File: config.mk
export PLATFORM = sky130hd
export DESIGN_NAME = switch_debouncer
export DESIGN_NICKNAME = d
export VERILOG_FILES = /design/src/rtl/switch_pkg.sv /design/src/rtl/debounce_chan.sv /design/src/rtl/switch_debouncer.sv
export SDC_FILE = /design/constraint.sdc
export NUM_CORES = 1
export LEC_CHECK = 0
export CORE_ASPECT_RATIO = 0.6
export CORE_MARGIN = 2
export CORE_UTILIZATION = 55
export CTS_BUF_LIST = sky130_fd_sc_hd__clkbuf_4 sky130_fd_sc_hd__clkbuf_8
export CTS_CLUSTER_DIAMETER = 50
export DETAILED_ROUTE_END_ITERATION = 8
export PLACE_DENSITY = 0.73
export SLEW_MARGIN = 30
export SYNTH_ARGS = -nofsm -noshare
export SYNTH_HDL_FRONTEND = slang
export SYNTH_HIERARCHICAL = 1
export SYNTH_SLANG_ARGS = --single-unit
export TNS_END_PERCENT = 20
File: constraint.sdc
create_clock -name clk -period 1.9 [get_ports clk]
set_input_delay 0.19 -clock clk [delete_from_list [all_inputs] [get_ports clk]]
set_output_delay 0.19 -clock clk [all_outputs]
set_load 0.01 [all_outputs]
File: src/rtl/switch_pkg.sv
// Shared constants and helpers for the switch debouncer.
// Optional build macro used by the design: SWITCH_DEBOUNCER_TOGGLE_EN.
package switch_pkg;

  localparam int unsigned CLK_HZ          = 100000000;
  localparam int unsigned DEBOUNCE_MS     = 10;
  localparam int          SYNC_STAGES_DEF = 2;

  // Stable clocks needed for a debounce window of ms milliseconds.
  function automatic int unsigned cnt_max_f(input int unsigned clk_hz,
                                            input int unsigned ms);
    return (clk_hz / 1000) * ms;
  endfunction

  localparam int CNT_MAX_DEF = int'(cnt_max_f(CLK_HZ, DEBOUNCE_MS));

endpackage

File: src/rtl/debounce_chan.sv
// One debounced channel: synchroniser, stability counter, level and strobes.
// With SWITCH_DEBOUNCER_TOGGLE_EN defined, adds an on/off latch driven by rise strobes.
module debounce_chan
  import switch_pkg::*;
#(
  parameter int CNT_MAX     = CNT_MAX_DEF,
  parameter int SYNC_STAGES = SYNC_STAGES_DEF,
  parameter int CW          = $clog2(CNT_MAX + 1)
) (
  input  logic clk,
  input  logic rst,
  input  logic sw_i,
  output logic db_o,
  output logic rise_o,
  output logic fall_o
`ifdef SWITCH_DEBOUNCER_TOGGLE_EN
  ,
  output logic tog_o
`endif
);

  logic [SYNC_STAGES-2:0] sync_q, sync_d;
  logic [CW-1:0]          cnt_q, cnt_d;
  logic                   db_q, db_d;
  logic                   rise_q, rise_d;
  logic                   fall_q, fall_d;
  logic                   s_sync;

  // The level/counter registers form the final synchroniser stage, so the
  // decision looks at the value entering it; this gives SYNC_STAGES+CNT_MAX-1 latency.
  always_comb begin
    sync_d    = sync_q << 1;
    sync_d[0] = sw_i;
    s_sync    = sync_q[SYNC_STAGES-2];
    cnt_d     = cnt_q;
    db_d      = db_q;
    rise_d    = 1'b0;
    fall_d    = 1'b0;
    if (s_sync == db_q) begin
      cnt_d = '0;
    end else if (cnt_q == CW'(CNT_MAX - 1)) begin
      db_d   = s_sync;
      cnt_d  = '0;
      rise_d = s_sync;
      fall_d = ~s_sync;
    end else begin
      cnt_d = cnt_q + 1'b1;
    end
  end

  always_ff @(posedge clk or posedge rst) begin
    if (rst) begin
      sync_q <= '0;
      cnt_q  <= '0;
      db_q   <= 1'b0;
      rise_q <= 1'b0;
      fall_q <= 1'b0;
    end else begin
      sync_q <= sync_d;
      cnt_q  <= cnt_d;
      db_q   <= db_d;
      rise_q <= rise_d;
      fall_q <= fall_d;
    end
  end

  assign db_o   = db_q;
  assign rise_o = rise_q;
  assign fall_o = fall_q;

`ifdef SWITCH_DEBOUNCER_TOGGLE_EN
  logic tog_q, tog_d;

  always_comb begin
    tog_d = tog_q ^ rise_q;
  end

  always_ff @(posedge clk or posedge rst) begin
    if (rst) begin
      tog_q <= 1'b0;
    end else begin
      tog_q <= tog_d;
    end
  end

  assign tog_o = tog_q;
`endif

endmodule

File: src/rtl/switch_debouncer.sv
// Multi-channel switch debouncer: WIDTH independent debounce_chan instances.
// Optional build macro: SWITCH_DEBOUNCER_TOGGLE_EN adds the sw_toggle output.
module switch_debouncer
  import switch_pkg::*;
#(
  parameter int WIDTH       = 2,
  parameter int CNT_MAX     = CNT_MAX_DEF,
  parameter int SYNC_STAGES = SYNC_STAGES_DEF
) (
  input  logic             clk,
  input  logic             rst,
  input  logic [WIDTH-1:0] sw,
  output logic [WIDTH-1:0] sw_db,
  output logic [WIDTH-1:0] sw_rise,
  output logic [WIDTH-1:0] sw_fall
`ifdef SWITCH_DEBOUNCER_TOGGLE_EN
  ,
  output logic [WIDTH-1:0] sw_toggle
`endif
);

  localparam int CW = $clog2(CNT_MAX + 1);

  for (genvar i = 0; i < WIDTH; i++) begin : g_chan
    debounce_chan #(
      .CNT_MAX     (CNT_MAX),
      .SYNC_STAGES (SYNC_STAGES),
      .CW          (CW)
    ) u_chan (
      .clk    (clk),
      .rst    (rst),
      .sw_i   (sw[i]),
      .db_o   (sw_db[i]),
      .rise_o (sw_rise[i]),
      .fall_o (sw_fall[i])
`ifdef SWITCH_DEBOUNCER_TOGGLE_EN
      ,
      .tog_o  (sw_toggle[i])
`endif
    );
  end

endmodule

==> results of run 1 <==
[cells in the mapped netlist (all sizes together) (4+ instances only)]
library cell / number / area (sq um)
xnor2: 14 / 122.6
nor2: 30 / 112.6
nor4: 6 / 80.07
a21oi: 10 / 50.05
nand2: 14 / 52.55
and3: 8 / 52.55
dfrtp: 48 / 1201
nor3b: 4 / 30.03
nand4: 10 / 62.56
or4: 6 / 52.55
and4: 6 / 52.55
o21ai: 4 / 20.02
nor3: 4 / 20.02
xor2: 14 / 122.6
or3: 4 / 25.02
nand3: 14 / 80.08
o31ai: 4 / 30.03
[cells by family (layout without fill, tap and decap cells)]
| group | Yosys count | after routing |
|---|---|---|
| fa+ha+maj | 2 | 2 |
| xor+xnor | 28 | 28 |
| compound gates | 20 | 20 |
| buf+inv | 6 | 43 |
| flops | 48 | 48 |
| simple gates | 112 | 112 |
| mux | 4 | 4 |
[worst max-delay path, stage by stage (launching register included)]
cell and delay [ps]:
dfrtp_1 450, nor4_4 280, nand2_1 130, or4_4 540, mux2_4 310
[cell type report]
cell class              instances  area share
flip-flops and latches         48      0.4252
multi-input cells             166      0.4186
repair buffers                 34     0.09823
clock buffers                   6     0.02699
well taps                      60     0.02655
inverters                       2    0.002655
clock inverters                 1    0.001770
[registers in the layout, summed over array words and instances, names as in the netlist]
signal and cells:
g_chan.u_chan/cnt_q 40, g_chan.u_chan/fall_o 2, g_chan.u_chan/s_sync 2, g_chan.u_chan/db_o 2
g_chan.u_chan/rise_o 2
[worst max-delay path by stage]
stage / start / end / depth (start not counted)
3_5_place_dp: g_chan[0].u_chan/cnt_q[10]$_DFF_PP0_ / g_chan[0].u_chan/db_o$_DFFE_PP0P_ / 4
3_3_place_gp: g_chan[0].u_chan/cnt_q[10]$_DFF_PP0_ / g_chan[0].u_chan/db_o$_DFFE_PP0P_ / 4
6_report: g_chan[0].u_chan/cnt_q[10]$_DFF_PP0_ / g_chan[0].u_chan/db_o$_DFFE_PP0P_ / 4
4_1_cts: g_chan[0].u_chan/cnt_q[10]$_DFF_PP0_ / g_chan[0].u_chan/db_o$_DFFE_PP0P_ / 4
2_1_floorplan: g_chan[0].u_chan/cnt_q[12]$_DFF_PP0_ / g_chan[0].u_chan/db_o$_DFFE_PP0P_ / 4
5_1_grt: g_chan[0].u_chan/cnt_q[1]$_DFF_PP0_ / g_chan[0].u_chan/cnt_q[18]$_DFF_PP0_ / 5
[repair_timing]
action                     4_1_cts  5_1_grt
resized for setup                0        3
hold buffers                     0        0
setup endpoints to repair        0        2
[routing by layer]
layer,up-vias,wire [um],GRT usage
met3,2,530,0.08012
met1,876,2728,0.4113
met5,-,0,0
li1,876,-,-
met4,0,10,0.05224
met2,79,1938,0.2654
[per-stage QoR]
step           hold WS, ps  instance area (sq um)
6_report             273.8                   2828
2_1_floorplan        204.6                   2400
3_5_place_dp         482.7                   2730
5_1_grt              304.1                   2828
4_1_cts              287.3                   2811
3_3_place_gp         459.6                   2730
[where the power goes]
part / switching, mW / total, mW / internal, mW
clock network: 0.317 / 0.582 / 0.265
registers: 0.0129 / 1.05 / 1.03
logic: 0.0470 / 0.0792 / 0.0323
==> key figures, run 1 <==
CTS
  – Clock Path Buffers: 2
  – CTS buffer count: 5
  – Num Clock Sinks: 48
  – Clk Latency, worst-skew pair: 290 ps
  – CTS tree: done
  – Clk root buf: clkbuf_8
  – Clock transition at path regs: 80 ps
  – H-tree levels: 2
  – Post-CTS Setup Inserts: 0

Finish
  – Post-layout nets: 263
  – Fill cells: 317
  – Layout cell share with drive strength beyond 1: 0.1946
  – Antenna diodes: 0
  – Layout Cells excl Fill: 317
  – Most common cell after layout, fill and taps aside: dfrtp_1
  – Area of the multi-input gates: 1184 sq um
  – Most frequent cells in the layout: dfrtp_1 (47), nor2_1 (30), buf_4 (25)
  – Sequential cell area: 1202 sq um
  – Final core occ: 0.6824
  – Synth-to-layout area growth: 17.83%

Global route
  – Initial antenna violation count: 0
  – Largest net degree at the start of global routing: 25
  – Vias in the first global route: 1594
  – First-pass GRT wire length: 8418 um
  – GRT Overall Usage: 0.2386
  – GRT overflow: 0

Drt
  – Wire per inst: 16.43 um
  – Routed Antenna Nets: 0
  – DRT iter0 DRCs: 163
  – Vias per cell: 5.782
  – DRC Markers: 0
  – Via count: 1833
  – Drt total wl: 5207 um
  – DRT Pass-1 Iters: 4

STA
  – Fin. Hold Viols: 0
  – Max Slew Vio Count: 0
  – Min Clock Period, post-route: 1823 ps
  – Setup_tns: 0 ps
  – RSZ-0062 raised after global routing: false
  – Clock Skews: 5.148 ps
  – Final setup vio count: 0
  – Worst slew pin tran: 420.4 ps
  – F_max: 548.6 MHz
  – Rel. slew slack: 0.7174
  – Fin crit share: 0.9594
  – Setup WS post-layout: 77.16 ps

Floorplanning
  – Starting Density: 0.5791
  – CORE AREA: 4144 sq um
  – Die height: 55.17 um
  – Die area: 4925 sq um
  – Rows: 18
  – Die W: 89.28 um
  – I/O Pins: 10

Worst hold path
  – Worst min path class: in -> async

Synth
  – Yosys warns: 6
  – Syn_nets: 226
  – XOR/XNOR share of the synthesized area: 0.1022
  – Post-Synth Adder-Cell Area: 0.01043
  – Ys async rst share: 1.000
  – Post-synth EDFFs: 0
  – Simple-gate share of the synthesized area: 0.2888
  – Seq/Total Area, Yosys: 0.5005
  – Synthesized area: 2400 sq um
  – Post-Synthesis Cells: 220
  – Netlist cell types: 32
  – Complex-gate fraction of the synthesized area: 0.06465
  – Avg Inst Size Synth: 10.91 sq um
  – Yosys reg bits: 48
  – Dominant synthesized flop cell: dfrtp_1
  – Mux contribution to synthesized area: 0.02086
  – Largest family of logic cells by synthesized area: simple AND/OR/NAND/NOR gates

Setup path
  – Crit Path Class: reg -> reg
  – Critical Path End Type: register
  – Worst EP arrival: 2010 ps
  – R2R setup slack: 80 ps
  – R2r endpoint: g_chan[0].u_chan/db_o$_DFFE_PP0P_
  – Worst r2r src: g_chan[0].u_chan/cnt_q[10]$_DFF_PP0_
  – Critical Path Fanout Max: 5
  – Startpoint Class: register
  – Required @ worst endpoint: 2080 ps
  – R2R depth: 4

Power
  – P per Cell Area: 603.6 nW/um^2
  – Overall power: 1.707 mW
  – Worst-case vdd ir drop: 415.9 uV
  – Leakage: 1.222 nW

Place
  – Final HPWL DP: 3792 um
  – Dpl cells: 310
  – Routability cong.: 0.8971
  – Port Buffers: 9
  – Dpl ws: 90.86 ps

Run
  – Max-Cap Viols: 0

Run status
  – Status: finished, final reports clean
Power figures use the tool's default switching activity.
==> run 2, diff against run 1 <==
- PLACE_DENSITY: 0.73 -> 0.74
==> key figures, run 2 (synthesis results as in run 1) <==
STA
  – Clock Skews: 8.041 ps (was 5.148 ps)
  – Fin crit share: 0.9642 (was 0.9594)
  – Worst slew pin tran: 440.3 ps (was 420.4 ps)
  – Rel. slew slack: 0.7038 (was 0.7174)
  – Setup_tns: 0 ps (unchanged)
  – Min Clock Period, post-route: 1832 ps (was 1823 ps)
  – Setup WS post-layout: 68.06 ps (was 77.16 ps)
  – F_max: 545.9 MHz (was 548.6 MHz)
  – Max Slew Vio Count: 0 (unchanged)
  – Final setup vio count: 0 (unchanged)
  – Fin. Hold Viols: 0 (unchanged)
  – RSZ-0062 raised after global routing: true (was false)

Setup path
  – R2r endpoint: g_chan[1].u_chan/db_o$_DFFE_PP0P_ (was g_chan[0].u_chan/db_o$_DFFE_PP0P_)
  – CP peak stage delay: 550 ps (was 540 ps)
  – Bufs and invs on worst path: 0 (unchanged)
  – Worst r2r src: g_chan[1].u_chan/cnt_q[6]$_DFF_PP0_ (was g_chan[0].u_chan/cnt_q[10]$_DFF_PP0_)
  – Critical Path Fanout Max: 5 (unchanged)
  – Critical Path End Type: register (unchanged)
  – Crit path depth: 4 (unchanged)
  – CP delay by family, top: simple AND/OR/NAND/NOR gates (unchanged)
  – Worst EP arrival: 2030 ps (was 2010 ps)
  – Crit Path Class: reg -> reg (unchanged)
  – Startpoint Class: register (unchanged)
  – R2R setup slack: 70 ps (was 80 ps)
  – Worst Setup EP: g_chan[1].u_chan/db_o$_DFFE_PP0P_ (was g_chan[0].u_chan/db_o$_DFFE_PP0P_)
  – CP max-delay cell: or4_4 (unchanged)
  – R2R depth: 4 (unchanged)
  – CP cell instances: nor4b_2 > nand2_1 > or4_4 > mux2_4 (was nor4_4 > nand2_1 > or4_4 > mux2_4)
  – Worst setup startpoint: g_chan[1].u_chan/cnt_q[6]$_DFF_PP0_ (was g_chan[0].u_chan/cnt_q[10]$_DFF_PP0_)
  – Required @ worst endpoint: 2090 ps (was 2080 ps)

Drt
  – Met3 WL: 225 um (was 530 um)
  – Via count: 1778 (was 1833)
  – Vias per cell: 5.627 (was 5.782)
  – DRC Markers: 0 (unchanged)
  – DRT iter0 DRCs: 116 (was 163)
  – Routed Antenna Nets: 0 (unchanged)
  – Wire per inst: 14.97 um (was 16.43 um)
  – DRT Pass-1 Iters: 5 (was 4)
  – Drt total wl: 4730 um (was 5207 um)
  – Met2 routed WL: 1691 um (was 1938 um)
  – M1 wire length: 2790 um (was 2728 um)
  – Top Metal Used: met4 (unchanged)

Place
  – Port Buffers: 9 (unchanged)
  – Final HPWL DP: 3496 um (was 3792 um)
  – Dpl ws: 73.54 ps (was 90.86 ps)
  – Routability cong.: 0.8505 (was 0.8971)

Global route
  – First-pass GRT wire length: 7879 um (was 8418 um)
  – Initial antenna violation count: 0 (unchanged)
  – GRT overflow: 0 (unchanged)
  – GRT Overall Usage: 0.2213 (was 0.2386)
  – Vias in the first global route: 1466 (was 1594)
  – Largest net degree at the start of global routing: 25 (unchanged)

Finish
  – Most frequent cells in the layout: dfrtp_1 (48), nor2_1 (30), buf_4 (23) (was dfrtp_1 (47), nor2_1 (30), buf_4 (25))
  – Most flops, register: g_chan.u_chan/cnt_q (unchanged)
  – Fill cells: 329 (was 317)
  – Antenna diodes: 0 (unchanged)
  – Number of flip-flops in the largest register: 40 (unchanged)
  – Sequential cell area: 1201 sq um (was 1202 sq um)
  – Post-layout nets: 261 (was 263)
  – Most common cell after layout, fill and taps aside: dfrtp_1 (unchanged)
  – Layout cell share with drive strength beyond 1: 0.1875 (was 0.1946)
  – Synth-to-layout area growth: 18.77% (was 17.83%)
  – Area of the multi-input gates: 1182 sq um (was 1184 sq um)

Floorplanning
  – I/O Pins: 10 (unchanged)
  – Rows: 18 (unchanged)
  – Starting Density: 0.5791 (unchanged)
  – Die height: 55.17 um (unchanged)
  – Die W: 89.28 um (unchanged)
  – Die area: 4925 sq um (unchanged)
  – CORE AREA: 4144 sq um (unchanged)

CTS
  – CTS tree: done (unchanged)
  – Clk Latency, worst-skew pair: 300 ps (was 290 ps)
  – CTS buffer count: 5 (unchanged)
  – Num Clock Sinks: 48 (unchanged)
  – Clock transition at path regs: 90 ps (was 80 ps)
  – Clock Path Buffers: 2 (unchanged)
  – H-tree levels: 2 (unchanged)
  – Clk root buf: clkbuf_8 (unchanged)

Run
  – Max-Cap Viols: 0 (unchanged)

Power
  – Sw Share: 0.2115 (was 0.2207)
  – Worst-case vdd ir drop: 455.3 uV (was 415.9 uV)
  – Clock power share: 0.408 (was 0.341)
  – Sequential Power Share: 0.553 (was 0.613)
  – Leakage: 1.231 nW (was 1.222 nW)
  – Comb power frac: 0.040 (was 0.046)
  – Switch Pwr: 400.3 uW (was 376.7 uW)
  – Internal Power: 1.492 mW (was 1.330 mW)
  – P per Cell Area: 664.1 nW/um^2 (was 603.6 nW/um^2)

Run status
  – Status: finished, final reports clean (unchanged)

Worst hold path
  – Worst min path class: in -> async (unchanged)
run 2: cell types whose count changed in the layout (fill, tap and decap cells not counted):
cell	delta
buf_4	-2
bufinv_16	+1
clkbuf_4	-1
clkbuf_8	+1
clkinv_2	-1
clkinv_4	+1
dfrtp_1	+1
dfrtp_2	-1
nor3b_1	-1
nor3b_2	+1
nor4_1	+1
nor4_2	-1
run 2: routing by layer:
metal	up-vias	track usage
li1	870	-
met3	2	0.05045
met4	0	0.05224
met2	52	0.2296
met5	-	0
met1	854	0.4080
run 2: worst min path at each step:
stage | cells after the start | to | slack [ps]
finish | 3 | g_chan[1].u_chan/cnt_q[18]$_DFF_PP0_ | 260
global route | 3 | g_chan[0].u_chan/cnt_q[18]$_DFF_PP0_ | 290
CTS | 3 | g_chan[1].u_chan/cnt_q[18]$_DFF_PP0_ | 260
detailed placement | 1 | g_chan[0].u_chan/cnt_q[0]$_DFF_PP0_ | 470
global placement | 1 | g_chan[0].u_chan/cnt_q[0]$_DFF_PP0_ | 450
floorplan | 1 | g_chan[0].u_chan/cnt_q[0]$_DFF_PP0_ | 200
run 2: metrics by stage:
stage / std cells / util / power, mW / hold slack [ps] / cell area, sq um
after floorplan: 220 / - / 1.112 / 204.6 / 2400
after global placement: 308 / 0.6552 / 1.141 / 451.6 / 2715
after detailed placement: 308 / 0.6552 / 1.143 / 471.3 / 2715
after CTS: 316 / 0.6845 / 1.917 / 257.4 / 2836
after global routing: 316 / 0.6878 / 1.973 / 287.4 / 2850
final: 316 / 0.6878 / 1.893 / 256.1 / 2850
run 2: power by group through the flow:
stage               registers [mW]  clock network (mW)  logic, mW
floorplan                     1.06                   0     0.0493
global placement              1.07                   0     0.0753
detailed placement            1.07                   0     0.0763
CTS                           1.05               0.794     0.0766
global route                  1.05               0.839     0.0851
finish                        1.05               0.772     0.0748
run 2: worst min-delay path, stage by stage:
cell and delay [ps]:
clkdlybuf4s50_1 420, inv_1 60, buf_4 290
run 2: cell type report:
class	instances	share of cell area
tap	60	0.02634
multi-input combinational	166	0.4148
clock buffer	6	0.02897
clock inverter	2	0.01361
inverter	2	0.002634
timing repair buffer	32	0.09219
sequential	48	0.4214
run 2: what timing repair did:
item,CTS,global route
setup buffers,0,0
endpoints found under the setup margin,0,4
resized for setup,0,2
hold buffers,0,0
